$ cat src/rtl/traffic_phase_ctrl.sv
// Demand-actuated round-robin intersection controller: green/amber/all-red per approach,
// empty approaches skipped, time advanced by tick. Optional flash mode under TPC_FLASH_EN.
module traffic_phase_ctrl #(
   parameter int NUM_DIR     = 4,
   parameter int TW          = 16,
   parameter int T_MIN_GREEN = 4,
   parameter int T_MAX_GREEN = 8,
   parameter int T_AMBER     = 3,
   parameter int T_ALL_RED   = 1
) (
   input  logic                       clk,
   input  logic                       rst,
   input  logic                       tick,
   input  logic [NUM_DIR-1:0]         det,
`ifdef TPC_FLASH_EN
   input  logic                       flash_req,
`endif
   output logic [NUM_DIR-1:0]         red,
   output logic [NUM_DIR-1:0]         amber,
   output logic [NUM_DIR-1:0]         green,
   output logic [$clog2(NUM_DIR)-1:0] cur_dir,
   output logic [1:0]                 state,
   output logic [NUM_DIR-1:0]         req
);

   localparam int DW = $clog2(NUM_DIR);
   localparam logic [TW:0]   L_MIN  = (TW+1)'(T_MIN_GREEN);
   localparam logic [TW:0]   L_MAX  = (TW+1)'(T_MAX_GREEN);
   localparam logic [TW:0]   L_AMB  = (TW+1)'(T_AMBER);
   localparam logic [TW:0]   L_AR   = (TW+1)'(T_ALL_RED);
   localparam logic [TW-1:0] L_MAXN = TW'(T_MAX_GREEN);

   typedef enum logic [1:0] {
      S_GREEN   = 2'd0,
      S_AMBER   = 2'd1,
      S_ALL_RED = 2'd2,
      S_FLASH   = 2'd3
   } state_t;

   state_t               r_state;
   logic [DW-1:0]        r_cur;
   logic [NUM_DIR-1:0]   r_req;
   logic [TW-1:0]        r_ecnt;
   logic                 r_blink;

   logic                 w_flash;
   logic [TW:0]          w_e;
   logic [NUM_DIR-1:0]   w_cur_oh;
   logic [NUM_DIR-1:0]   w_own;
   logic                 w_comp;
   logic [DW-1:0]        w_next;
   logic                 w_found;
   logic                 w_ar_done;
   logic                 w_enter_green;
   logic [NUM_DIR-1:0]   w_clr;
   logic [NUM_DIR-1:0]   w_req_nxt;

`ifdef TPC_FLASH_EN
   assign w_flash = flash_req;
`else
   assign w_flash = 1'b0;
`endif

   assign w_e      = {1'b0, r_ecnt} + (TW+1)'(1);
   assign w_cur_oh = NUM_DIR'(1) << r_cur;
   assign w_comp   = |(r_req & ~w_cur_oh);

   // Circular search starting after the current owner; the owner itself is checked last.
   always_comb begin
      int v_idx;
      v_idx   = 0;
      w_next  = r_cur;
      w_found = 1'b0;
      for (int k = 1; k <= NUM_DIR; k++) begin
         v_idx = (int'(r_cur) + k) % NUM_DIR;
         if (!w_found && r_req[DW'(v_idx)]) begin
            w_next  = DW'(v_idx);
            w_found = 1'b1;
         end
      end
   end

   assign w_ar_done     = (r_state == S_ALL_RED) && tick && (w_e == L_AR);
   assign w_enter_green = w_ar_done && !w_flash;
   assign w_own         = (r_state == S_GREEN) ? w_cur_oh : '0;
   assign w_clr         = w_enter_green ? (NUM_DIR'(1) << w_next) : '0;
   assign w_req_nxt     = (r_req | (det & ~w_own)) & ~w_clr;

   always_ff @(posedge clk or posedge rst) begin
      if (rst) begin
         r_state <= S_ALL_RED;
         r_cur   <= '0;
         r_req   <= '0;
         r_ecnt  <= '0;
         r_blink <= 1'b1;
      end else begin
         r_req <= w_req_nxt;
         case (r_state)
            S_GREEN: if (tick) begin
               if (w_flash || ((w_e >= L_MIN) && w_comp &&
                               (!det[r_cur] || (w_e >= L_MAX)))) begin
                  r_state <= S_AMBER;
                  r_ecnt  <= '0;
               end else begin
                  r_ecnt  <= (w_e >= L_MAX) ? L_MAXN : w_e[TW-1:0];
               end
            end
            S_AMBER: if (tick) begin
               if (w_e == L_AMB) begin
                  r_state <= S_ALL_RED;
                  r_ecnt  <= '0;
               end else begin
                  r_ecnt  <= w_e[TW-1:0];
               end
            end
            S_ALL_RED: if (tick) begin
               if (w_e == L_AR) begin
                  r_ecnt <= '0;
                  if (w_flash) begin
                     r_state <= S_FLASH;
                     r_blink <= 1'b1;
                  end else begin
                     r_state <= S_GREEN;
                     r_cur   <= w_next;
                  end
               end else begin
                  r_ecnt <= w_e[TW-1:0];
               end
            end
            S_FLASH: if (tick) begin
               r_blink <= ~r_blink;
               if (!w_flash) begin
                  r_state <= S_ALL_RED;
                  r_ecnt  <= '0;
               end
            end
            default: r_state <= S_ALL_RED;
         endcase
      end
   end

   always_comb begin
      red   = '1;
      amber = '0;
      green = '0;
      case (r_state)
         S_GREEN: begin
            red   = ~w_cur_oh;
            green = w_cur_oh;
         end
         S_AMBER: begin
            red   = ~w_cur_oh;
            amber = w_cur_oh;
         end
         S_FLASH: begin
            red   = '0;
            amber = {NUM_DIR{r_blink}};
         end
         default: ;
      endcase
   end

   assign cur_dir = r_cur;
   assign state   = r_state;
   assign req     = r_req;

endmodule

$ cat config.mk
export PLATFORM = sky130hd
export DESIGN_NAME = traffic_phase_ctrl
export DESIGN_NICKNAME = d
export VERILOG_FILES = /design/src/rtl/traffic_phase_ctrl.sv
export SDC_FILE = /design/constraint.sdc
export NUM_CORES = 1
export LEC_CHECK = 0
export BUFFER_PORTS_ARGS = -buffer_cell sky130_fd_sc_hd__buf_2
export CORE_ASPECT_RATIO = 0.5
export CORE_MARGIN = 5
export CORE_UTILIZATION = 61
export CTS_CLUSTER_DIAMETER = 60
export DETAILED_ROUTE_END_ITERATION = 10
export PLACE_DENSITY = 0.85
export SLEW_MARGIN = 20
export SYNTH_ARGS = -nofsm -noshare
export SYNTH_HDL_FRONTEND = slang
export SYNTH_SLANG_ARGS = --single-unit
$ cat constraint.sdc
create_clock -name clk -period 7.5 [get_ports clk]
set_input_delay 1.5 -clock clk [delete_from_list [all_inputs] [get_ports clk]]
set_output_delay 1.5 -clock clk [all_outputs]
set_load 0.1 [all_outputs]
==> results.md <==
* Storage element area at 628 um2
* CP Capture Type: output pin
* Starting Density at 65.3%
* Worst Setup Path Type: register to output pin
* Max clock buf depth at 2
* Chip Height at 50.6 um
* DR WL/cell at between 15 and 20 um
* Synth cell types at 56
* Syn nets at 264
* Commonest non-fill, non-tap cells in the layout: nand2_1, buf_2, inv_1, dfrtp_1, a21oi_1
* Root Buffer: clkbuf_8
* Io pins at 27
* Clock skew at 0.00737 ns
* # hold bufs at CTS at 0
* Num CTS Buffers at 3
* Status: completed
* Max-cap violations at 0
* Startpoint Class: register
* Worst R2R Path Depth at 9
* Register area share after synthesis at 31.2%
* Top cells by area, synth: dfrtp_1, nand2_1, a21oi_1, inv_1, ha_1
* Cells after Synth at 250
* Die Wd at 91.2 um
* Resize count post-CTS at 0
* Fin. Hold Viols at 0
* Vias at 1927
* Asr flop ratio synth at 100%
* Total Routing Usage GR at 21.2%
* Count of flip-flops with a built-in enable after synthesis at 0
* Grt total ovfl at 0
* Drt pass-1 iters at 5
* Worst path top cell family by delay: buffers and inverters
* # DRC at 0
* Layout cells sized above 1 at 17.2%
* Post-detail-place hpwl at about 3500 um
* Peak supply drop at 0.612 mV
* Initial antenna violation count at 0
* Crit path to: red[0]
* Final antenna-violating net count at 0
* RSZ-0062 raised after global routing: false
* Worst setup path start: cur_dir[0]
* Via/cell ratio at 6.26
* CTS H-tree depth at 1
* Critical Path RT at roughly 6.0 ns
* Yosys reg bits at 25
* Power Density at 429 mW/mm2
* Worst R2R Setup Slack at roughly 4.5 ns
* Slowest-stage cell, CP: dfrtp_1
* Area of the multi-input gates at between 0.001 and 0.0015 mm2
* Top cell type's share of synthesized area at 28.6%
* Post-CTS Setup Repair Bufs at 0
* RR Endpoint: req[0]
* Slew Limit Fails at 0
* Largest net degree at the start of global routing at 31
* DRT Wirelength at 4750 um
* Syn_area_per_cell at roughly 8 um2
* CP max FO at 9
* Period minus WS final at 3.40 ns
* Cell taking the most area after synthesis: dfrtp_1
* Fillers at ~250
* Setup TNS at 0 ns
* Final worst-path cycle share at 45.4%
* # diodes at 0
* Clock tree from TritonCTS: yes
* Site row count at 14
* First-pass GRT wire length at 8180 um
* FF-to-FF Start: r_ecnt[1]
* Vias in the first global route at ~1.8k
* 1st-iter DRT viols at 113
* Final setup vio count at 0
* Synthesized area at 0.00201 mm2
* Place WS at 4.43 ns
* Hold/Removal Path Class: register to register
* Fmax at ~0.29 GHz
* Core area at 0.00308 mm2
* Die ar. at around 0.0046 mm2
* Critical path buffer and inverter count at 2
* Slew margin rel. at 38.3%
* Synth Flop Type: dfrtp_1
* Syn. warnings at 0
* Leak at 0.922 nW
* Final Wtd Congestion at 0.844
* Max incr delay on CP at 0.57 ns
* Final net count at about 280
* Final worst slack at 4.10 ns
* Cells along the critical path: inv_1, ha_1, a21oi_1, buf_2
* Data arrival, critical path at 1.90 ns
* Clk pin slew, worst setup/hold paths at 0.09 ns
* Worst-Margin Slew at 0.920 ns
* Port Buf Inserts at 26
* Clock sinks at 25
* Synthesis-to-layout area growth at 7.96%
* Leading cell type in the layout, fill and taps excluded: nand2_1
* Worst-Skew Late Latency at 0.28 ns
* Number of cells on the critical path at 4
[metrics by stage]
| stage | hold WS (ns) | cells | area [um2] | utilization [%] | power (mW) |
|---|---|---|---|---|---|
| 3_3_place_gp | 0.481 | 304 | 2130 | 69.0 | 0.832 |
| 6_report | 0.495 | 308 | 2170 | 70.5 | 0.933 |
| 2_1_floorplan | 0.470 | 250 | 2010 | - | 0.759 |
| 3_5_place_dp | 0.480 | 304 | 2130 | 69.0 | 0.845 |
| 4_1_cts | 0.501 | 308 | 2170 | 70.5 | 0.929 |
| 5_1_grt | 0.522 | 308 | 2170 | 70.5 | 0.998 |
[power breakdown]
| part | switching (mW) | internal, mW | total, mW | leakage [nW] |
|---|---|---|---|---|
| combinational | 0.460 | 0.150 | 0.610 | 0.622 |
| clock | 0.0447 | 0.0381 | 0.0829 | 0.0228 |
| sequential | 0.0657 | 0.174 | 0.240 | 0.278 |
| total | 0.570 | 0.362 | 0.933 | 0.922 |
[per-layer routing]
metal | wire [um] | vias to the layer above | GRT usage (%)
li1 | - | 946 | -
met4 | 27 | 0 | 6.59
met1 | 2250 | 911 | 28.9
met5 | 0 | - | 0
met3 | 305 | 5 | 4.48
met2 | 2170 | 65 | 34.2
[area by class of cell]
| cell class | count | area share [%] |
|---|---|---|
| repair buffers | 26 | 5.99 |
| inverters | 24 | 4.15 |
| flip-flops and latches | 25 | 28.9 |
| well taps | 40 | 2.30 |
| clock buffers | 4 | 2.07 |
| multi-input cells | 189 | 56.6 |
[cell families (layout without fill, tap and decap cells)]
family / Yosys count / after routing / share of synthesized area, %
and+or+nand+nor: 95 / 95 / 24.7
DFF: 25 / 25 / 31.2
buffers and inverters: 36 / 54 / 7.71
muxes: 5 / 5 / 3.85
AOI/OAI and AO/OA: 76 / 76 / 25.6
adders and majority gates: 7 / 7 / 4.35
xor gates and xnor gates: 6 / 6 / 2.61
[worst register-to-register path, stage by stage (launching register included)]
cell and delay (ns):
dfrtp_1 0.49, ha_1 0.40, and2_1 0.22, nand3_1 0.21, a211oi_2 0.28, o2111ai_2 0.22
nor2_4 0.26, nand2_1 0.11, nor4_1 0.49, a31oi_1 0.16
[registers in the layout, summed over array words and instances (netlist names)]
signal,cells
state,2
cur_dir,2
r_ecnt,16
r_blink,1
req,4
[worst min path at each step]
stage	cells after the start	from	end
floorplan	1	r_blink	r_blink
global placement	1	r_blink	r_blink
detailed placement	1	r_blink	r_blink
CTS	1	r_blink	r_blink
global route	1	r_blink	r_blink
finish	1	r_blink	r_blink
[cell usage after synthesis (2+ instances only)]
cell       number
a21oi_1        20
a22oi_1         2
a31oi_1         6
a41oi_1         2
and3_1          4
and4_2          2
buf_2           3
buf_4           2
clkbuf_1        5
dfrtp_1        23
dfstp_2         2
ha_1            7
inv_1          24
mux2_2          2
mux4_2          2
nand2_1        32
nand2b_1        5
nand3_1        15
nand4_1         2
nand4_2         2
nor2_1         12
nor3_1          8
nor3b_1         2
nor4_1          2
o211ai_1        3
o21ai_0        15
o221ai_1        3
o2bb2ai_1       2
o311ai_1        3
o31ai_1         5
or3_1           3
xnor2_1         6
(Power assumes the default switching activity.)
